### src/rtl/flu_edit_cmd_sched.sv
// flu_edit_cmd_sched: attaches one queued edit command to each FLU packet at its SOP word
module flu_edit_cmd_sched #(
    parameter int DATA_WIDTH     = 256,
    parameter int SOP_POS_WIDTH  = 2,
    parameter int EOP_POS_WIDTH  = 5,
    parameter int OFFSET_WIDTH   = 10,
    parameter int CMD_FIFO_ITEMS = 8
) (
    input  logic                              CLK,
    input  logic                              RESET,
    input  logic [DATA_WIDTH-1:0]             RX_DATA,
    input  logic [SOP_POS_WIDTH-1:0]          RX_SOP_POS,
    input  logic [EOP_POS_WIDTH-1:0]          RX_EOP_POS,
    input  logic                              RX_SOP,
    input  logic                              RX_EOP,
    input  logic                              RX_SRC_RDY,
    output logic                              RX_DST_RDY,
    input  logic                              CMD_ENABLE,
    input  logic [OFFSET_WIDTH-1:0]           CMD_OFFSET,
    input  logic                              CMD_SRC_RDY,
    output logic                              CMD_DST_RDY,
    output logic [DATA_WIDTH-1:0]             TX_DATA,
    output logic [SOP_POS_WIDTH-1:0]          TX_SOP_POS,
    output logic [EOP_POS_WIDTH-1:0]          TX_EOP_POS,
    output logic                              TX_SOP,
    output logic                              TX_EOP,
    output logic                              TX_SRC_RDY,
    input  logic                              TX_DST_RDY,
    output logic                              TX_ENABLE,
    output logic [OFFSET_WIDTH-1:0]           TX_OFFSET,
    output logic [$clog2(CMD_FIFO_ITEMS):0]   CMD_COUNT,
    output logic [31:0]                       STALL_CNT
);
    localparam int AW = $clog2(CMD_FIFO_ITEMS);
    localparam logic [AW:0] FULL_CNT = (AW+1)'(CMD_FIFO_ITEMS);

    logic [OFFSET_WIDTH:0] mem_q [CMD_FIFO_ITEMS];
    logic [AW-1:0] wr_q, wr_d, rd_q, rd_d;
    logic [AW:0] cnt_q, cnt_d;
    logic [31:0] stall_q, stall_d;
    logic rdy_q, in_pkt_q, in_pkt_d;
    logic empty, gate, push, pop, xfer, stall, eop_after_sop;

    // A SOP word may only leave once a command is stored for it; other words are never held.
    assign empty = cnt_q == '0;
    assign gate = !RX_SOP || !empty;
    assign push = CMD_SRC_RDY && rdy_q;
    assign xfer = RX_SRC_RDY && TX_DST_RDY && gate;
    assign pop = xfer && RX_SOP;
    assign stall = RX_SRC_RDY && RX_SOP && empty && TX_DST_RDY;
    assign eop_after_sop = RX_EOP_POS >= {RX_SOP_POS, {(EOP_POS_WIDTH-SOP_POS_WIDTH){1'b0}}};

    assign TX_DATA = RX_DATA;
    assign TX_SOP_POS = RX_SOP_POS;
    assign TX_EOP_POS = RX_EOP_POS;
    assign TX_SOP = RX_SOP;
    assign TX_EOP = RX_EOP;
    assign TX_SRC_RDY = RX_SRC_RDY && gate;
    assign RX_DST_RDY = TX_DST_RDY && gate;
    assign TX_ENABLE = RX_SOP && !empty && mem_q[rd_q][OFFSET_WIDTH];
    assign TX_OFFSET = (RX_SOP && !empty) ? mem_q[rd_q][OFFSET_WIDTH-1:0] : '0;
    assign CMD_DST_RDY = rdy_q;
    assign CMD_COUNT = cnt_q;
    assign STALL_CNT = stall_q;

    // Next state of FIFO pointers, occupancy, stall counter and packet framing.
    always_comb begin
        wr_d = push ? wr_q + AW'(1) : wr_q;
        rd_d = pop ? rd_q + AW'(1) : rd_q;
        cnt_d = cnt_q + (AW+1)'(push) - (AW+1)'(pop);
        stall_d = (stall && stall_q != '1) ? stall_q + 32'd1 : stall_q;
        in_pkt_d = !xfer ? in_pkt_q : RX_SOP ? !(RX_EOP && eop_after_sop) : RX_EOP ? 1'b0 : in_pkt_q;
    end

    // Control state; the ready flag is registered from the post-update occupancy so a full FIFO refuses pushes.
    always_ff @(posedge CLK or posedge RESET) begin
        if (RESET) begin
            wr_q <= '0;
            rd_q <= '0;
            cnt_q <= '0;
            stall_q <= '0;
            rdy_q <= 1'b0;
            in_pkt_q <= 1'b0;
        end else begin
            wr_q <= wr_d;
            rd_q <= rd_d;
            cnt_q <= cnt_d;
            stall_q <= stall_d;
            rdy_q <= cnt_d != FULL_CNT;
            in_pkt_q <= in_pkt_d;
        end
    end

    // Command storage; contents are only observed while the occupancy says they are valid.
    always_ff @(posedge CLK) begin
        if (push) mem_q[wr_q] <= {CMD_ENABLE, CMD_OFFSET};
    end

    // A new packet may not start inside another one unless the same word closes the old one.
    sop_inside_pkt: assert property (@(posedge CLK) disable iff (RESET) (xfer && RX_SOP && in_pkt_q) |-> RX_EOP);
endmodule

### config.mk
export PLATFORM = sky130hd
export DESIGN_NAME = flu_edit_cmd_sched
export DESIGN_NICKNAME = d
export VERILOG_FILES = /design/src/rtl/flu_edit_cmd_sched.sv
export SDC_FILE = /design/constraint.sdc
export NUM_CORES = 1
export LEC_CHECK = 0
export BUFFER_PORTS_ARGS = -buffer_cell sky130_fd_sc_hd__buf_4
export CAP_MARGIN = 20
export CORE_AREA = 2 2 232 234
export DETAILED_ROUTE_END_ITERATION = 6
export DIE_AREA = 0 0 234 236
export PLACE_DENSITY = 0.48
export SETUP_SLACK_MARGIN = 0.15
export SYNTH_ARGS = -nofsm -noshare
export SYNTH_HDL_FRONTEND = slang
export SYNTH_SLANG_ARGS = --single-unit
### constraint.sdc
create_clock -name CLK -period 2.8 [get_ports CLK]
set_clock_uncertainty 0.15 [all_clocks]
set_input_delay 0.14 -clock CLK [delete_from_list [all_inputs] [get_ports CLK]]
set_output_delay 0.14 -clock CLK [all_outputs]
set_load 0.05 [all_outputs]
Word-level counts from Yosys, hierarchy flattened

Memories as Yosys holds them, arrays and structs flattened.
Cells that the tools add are included.

Output and inout port bits: 315
RAM bits: 88
Register bits: 43
Input bits: 281
Word-level logic and storage cells: 32
Memories: 1

Memory list:

| name  | depth | width | rd ports | clocked after Yosys merged registers in | write ports | line | RTL |
|---|---|---|---|---|---|---|---|
| mem_q | 8     | 11    | 1        | 0                                       | 1           | 37   | `logic [OFFSET_WIDTH:0] mem_q [CMD_FIFO_ITEMS];` |

Equal/unequal tests: 2
Reduce and logical (&&, ||, !) cells: 16
Add/sub/neg operators: 5
Mux-type cells: 3

Operators with widths:

| kind                                                             | number |
|---|---|
| 32-bit by 1-bit adder with 32-bit output (second input constant) | 1 |
| 32-bit inequality test (second input constant)                   | 1 |
| 1-bit logical AND                                                | 12 |
| 10-bit 2-to-1 mux                                                | 1 |
| 3-bit by 1-bit adder with 3-bit output (second input constant)   | 2 |
| 4-bit by 1-bit adder with 4-bit output                           | 1 |
| 4-bit zero test                                                  | 1 |
| 4-bit inequality test (second input constant)                    | 1 |
| 4-bit by 1-bit subtractor with 4-bit output                      | 1 |
| 1-bit zero test                                                  | 2 |
| 1-bit 2-to-1 mux                                                 | 2 |
| 1-bit logical OR                                                 | 1 |

Logic depth before layout (Yosys ltp)

Depth in word-level cells: 7
Depth in mapped cells: 12
Depth with buffers taken out: 12

Least setup slack after synthesis

OpenSTA, ideal clock, no wires.

Path type: flip-flop to flip-flop
Start point: reg rdy_q, in the netlist CMD_DST_RDY
End point: mem mem_q[2][0] in the netlist's numbering (enable)
Buffers on the path: 0
Data required time: 2,238 ps
Arrival time: 2,240 ps
Period minus slack after synthesis: 2,802 ps
Cell stages (with the launch flop): 3
Slack: -2 ps
Library setup time: 412 ps
Cells stage by stage: dfrtp_1 nand2_1 nor4b_1

Longest elaborated chain between the ends: 3

RTL lines:

| element                                | line | RTL |
|---|---|---|
| start, declared                        | 41   | `logic rdy_q, in_pkt_q, in_pkt_d;` |
| start signal, assigned                 | 82   | `rdy_q <= 1'b0;` |
| start signal, assigned                 | 89   | `rdy_q <= cnt_d != FULL_CNT;` |
| 1-bit logical AND                      | 47   | `assign push = CMD_SRC_RDY && rdy_q;` |
| 1-bit 2-to-1 mux                       | 96   | `if (push) mem_q[wr_q] <= {CMD_ENABLE, CMD_OFFSET};` |
| 1-bit 2-to-1 mux (implied by the code) | 96   |  |
| end, declared                          | 37   |  |

Every way passes these cells.

Final worst setup path

Start point: reg cnt_q[2], in the netlist CMD_COUNT[2]
End point: reg rdy_q, in the netlist CMD_DST_RDY

Longest elaborated chain between the ends: 7
Elaborated cells on any way between the ends: 8
Classes of those cells: add/sub (2); eq/ne (1); reduce/logical (5)

RTL lines:

| element                                     | line | RTL |
|---|---|---|
| start, declared                             | 39   | `logic [AW:0] cnt_q, cnt_d;` |
| start signal, assigned                      | 87   | `cnt_q <= cnt_d;` |
| 4-bit zero test                             | 45   | `assign empty = cnt_q == '0;` |
| 1-bit zero test                             | 46   | `assign gate = !RX_SOP \|\| !empty;` |
| 1-bit logical OR                            | 46   |  |
| 1-bit logical AND                           | 48   | `assign xfer = RX_SRC_RDY && TX_DST_RDY && gate;` |
| 1-bit logical AND                           | 49   | `assign pop = xfer && RX_SOP;` |
| net pop                                     | 42   | `logic empty, gate, push, pop, xfer, stall, eop_after_sop;` |
| 4-bit by 1-bit subtractor with 4-bit output | 70   | `cnt_d = cnt_q + (AW+1)'(push) - (AW+1)'(pop);` |
| net cnt_d[1]                                | 39   |  |
| 4-bit inequality test                       | 89   |  |

The timed path passes the listed nets, and every way through them passes these cells.
A chain may end at the register's enable or synchronous reset.

==> metrics.yaml <==
drt:
  drt_iter0_drc: 217
  drc: 0
  ant_nets: 0
  dr.pass1.iters: 6
  routed_wl_um: 49000
  vias: 3873
  routed_via_density: 3.35
  wire_per_inst_um: 42.4
setup_path:
  crit_type: "reg -> reg"
  setup.worst_path.end_class: "flip-flop"
  startpoint_type: "flip-flop"
  cp_max_fo: 3
  crit_arrival_ps: 2580
  cp.required_ps: 2950
floorplan:
  die_area_um2: 55200
  initial_core_util_pct: 14.2
  core_um2: 53100
  die_x_um: 234
  fp-row-count: 85
  io_pins: 596
  chipHeight_um: 236
timing:
  period_share_pct: 86.8
  clock.fmax_mhz: 411
  tns_ps: 0
  hold_viol: 0
  fin_crit_ps: 2430
  worstMarginPinSlew_ps: 565
  rsz0062_at_grt: "no"
  timing.hold.ws_ps: 130
  relSlewSlack_pct: 62.3
  finalSetupViolCount: 0
  fin_ws_ps: 370
  slew_violations: 0
outcome:
  run_status: "finished, final reports clean"
power_and_ir_drop:
  p_leak_nw: 2.75
  irDropWorstVdd_mv: 0.558
  power.total_mw: 6.68
  powerDensity_nw_per_um2: 867
cells_and_area:
  fin_util_pct: 14.5
  num_antenna_cells: 0
  nNetsFinal: 738
  drive_gt1_share_pct: 31.9
  fillers: 5865
  final_common_cell: "edfxtp_1"
  final_cell_mix: "88 x edfxtp_1, 82 x buf_4, 42 x dfrtp_1"
  areaGrowthSynthToFinish_pct: 2.53
logic_synthesis:
  synth_cell_types: 41
  synth_cells: 608
  synth_seq_cells: 131
  synthTopCellsByArea: "edfxtp_1 35%, buf_4 26%, dfrtp_1 14%"
  netlist_area_um2: 7510
  postSynth.asyncResetShare_pct: 32.8
  synth_top_cell_by_area: "edfxtp_1"
  synth_nets: 898
  synth_warnings: 0
  syn_avg_cell_area_um2: 12.4
  ys.flop_type: "edfxtp_1"
  yosysTopAreaCellShare_pct: 35.2
  synth-edff-count: 88
  ys_seq_area_share_pct: 49.5
global_route:
  grt_pass1_wl_um: 57400
  antenna_found_initial: 0
  grt_pass1_vias: 3869
  grt-ovfl-total: 0
  grt_max_degree: 25
  grt_usage_pct: 17.2
clock_network:
  clock_latency_ps: 430
  clkTransAtPathRegs_ps: 60
  clk_path_buf_depth: 2
  root_buffer: "clkbuf_16"
  cts_tree: "done"
  htreeDepth: 4
  cts_post_setup_buffers_inserted: 0
  cts_made_buffers: 17
  clock-sinks: 131
placed_design:
  pre_cts_slack_ps: 356
  port_buffers: 67
  dpl.hpwl_um: 43600
  place_congestion: 0.803
hold_path:
  min_path_type: "in -> out"
run:
  maxCapViolCount: 0
[area by class of cell]
type                            count  area (µm²)  area share [%]
Inverter                            8        30.0           0.390
Clock inverter                     14         129            1.67
Clock buffer                       18         429            5.57
Multi-Input combinational cell    193        1750            22.7
Sequential cell                   131        3720            48.3
Tap cell                          696         871            11.3
Timing Repair Buffer               97         776            10.1
[worst max-delay path, cell delays in order (launching register included)]
cell and delay (ps):
dfrtp_2 350, inv_1 60, ha_1 210, nand2_1 60, nand2_1 60, nor2_1 220
ha_1 280, inv_1 50, ha_1 170, fa_1 440, nor3_1 180, nand2_1 70
[path summary, 6_finish.rpt]
check,from,endpoint,slack [ps],cells past startpoint
setup / recovery,CMD_COUNT[2],CMD_DST_RDY,370,11
hold / removal,RX_DATA[101],TX_DATA[101],130,0
setup reg to reg,CMD_COUNT[2],CMD_DST_RDY,370,11
hold reg to reg,STALL_CNT[13],STALL_CNT[13],360,1
max in group asynchronous,RESET,STALL_CNT[13],1530,4
min in group asynchronous,RESET,rd_q[2],240,3
[flip-flops by register name, indices dropped and copies added (netlist names)]
register,cells
CMD_COUNT,4
STALL_CNT,32
CMD_DST_RDY,1
rd_q,3
mem_q,88
wr_q,3
[power breakdown]
group	total (mW)	switching, mW	internal (mW)
combinational	2.04	1.21	0.834
sequential	2.51	0.159	2.35
clock	2.12	0.890	1.23
total	6.68	2.26	4.42
[synth_stat cells (7+ instances only)]
| master | n |
|---|---|
| buf_4 | 265 |
| edfxtp_1 | 88 |
| dfrtp_1 | 43 |
| xnor2_1 | 25 |
| mux4_2 | 22 |
| nor2_1 | 22 |
| nand3_1 | 17 |
| nand4_1 | 15 |
| nand2_1 | 13 |
| mux2i_1 | 12 |
| xor2_1 | 9 |
| ha_1 | 8 |
| inv_1 | 8 |
| nor3_1 | 8 |
| clkbuf_1 | 7 |
[per-layer routing]
layer / GRT usage, % / share of wire [%]
met2: 22.7 / 39
met5: 3.30 / 0.48
met1: 8.88 / 17
met3: 33.0 / 41
met4: 4.26 / 2.2
[cells by family (layout without fill, tap and decap cells)]
logic type	after synthesis	count (layout)	synth area share (%)
AND/OR/NAND/NOR	105	105	7.95
multiplexers	37	37	8.65
buffers and inverters	284	137	27.5
AO/OA/AOI/OAI	8	8	0.833
adder cells (fa/ha/maj)	9	9	1.60
XOR/XNOR	34	34	3.97
flip-flops	131	131	49.5
[repair_timing]
item | 4_1_cts | 5_1_grt
endpoints found under the hold margin | 111 | 0
hold buffers | 14 | 0
gates resized for setup | 0 | 0
[metrics by stage]
step / instance area, µm² / std cells
final: 7700 / 1157
after global routing: 7700 / 1157
after CTS: 7700 / 1157
after detailed placement: 7000 / 1111
after global placement: 7000 / 1111
after floorplan: 7520 / 608
Note: power is estimated with default switching activity, not from simulation.
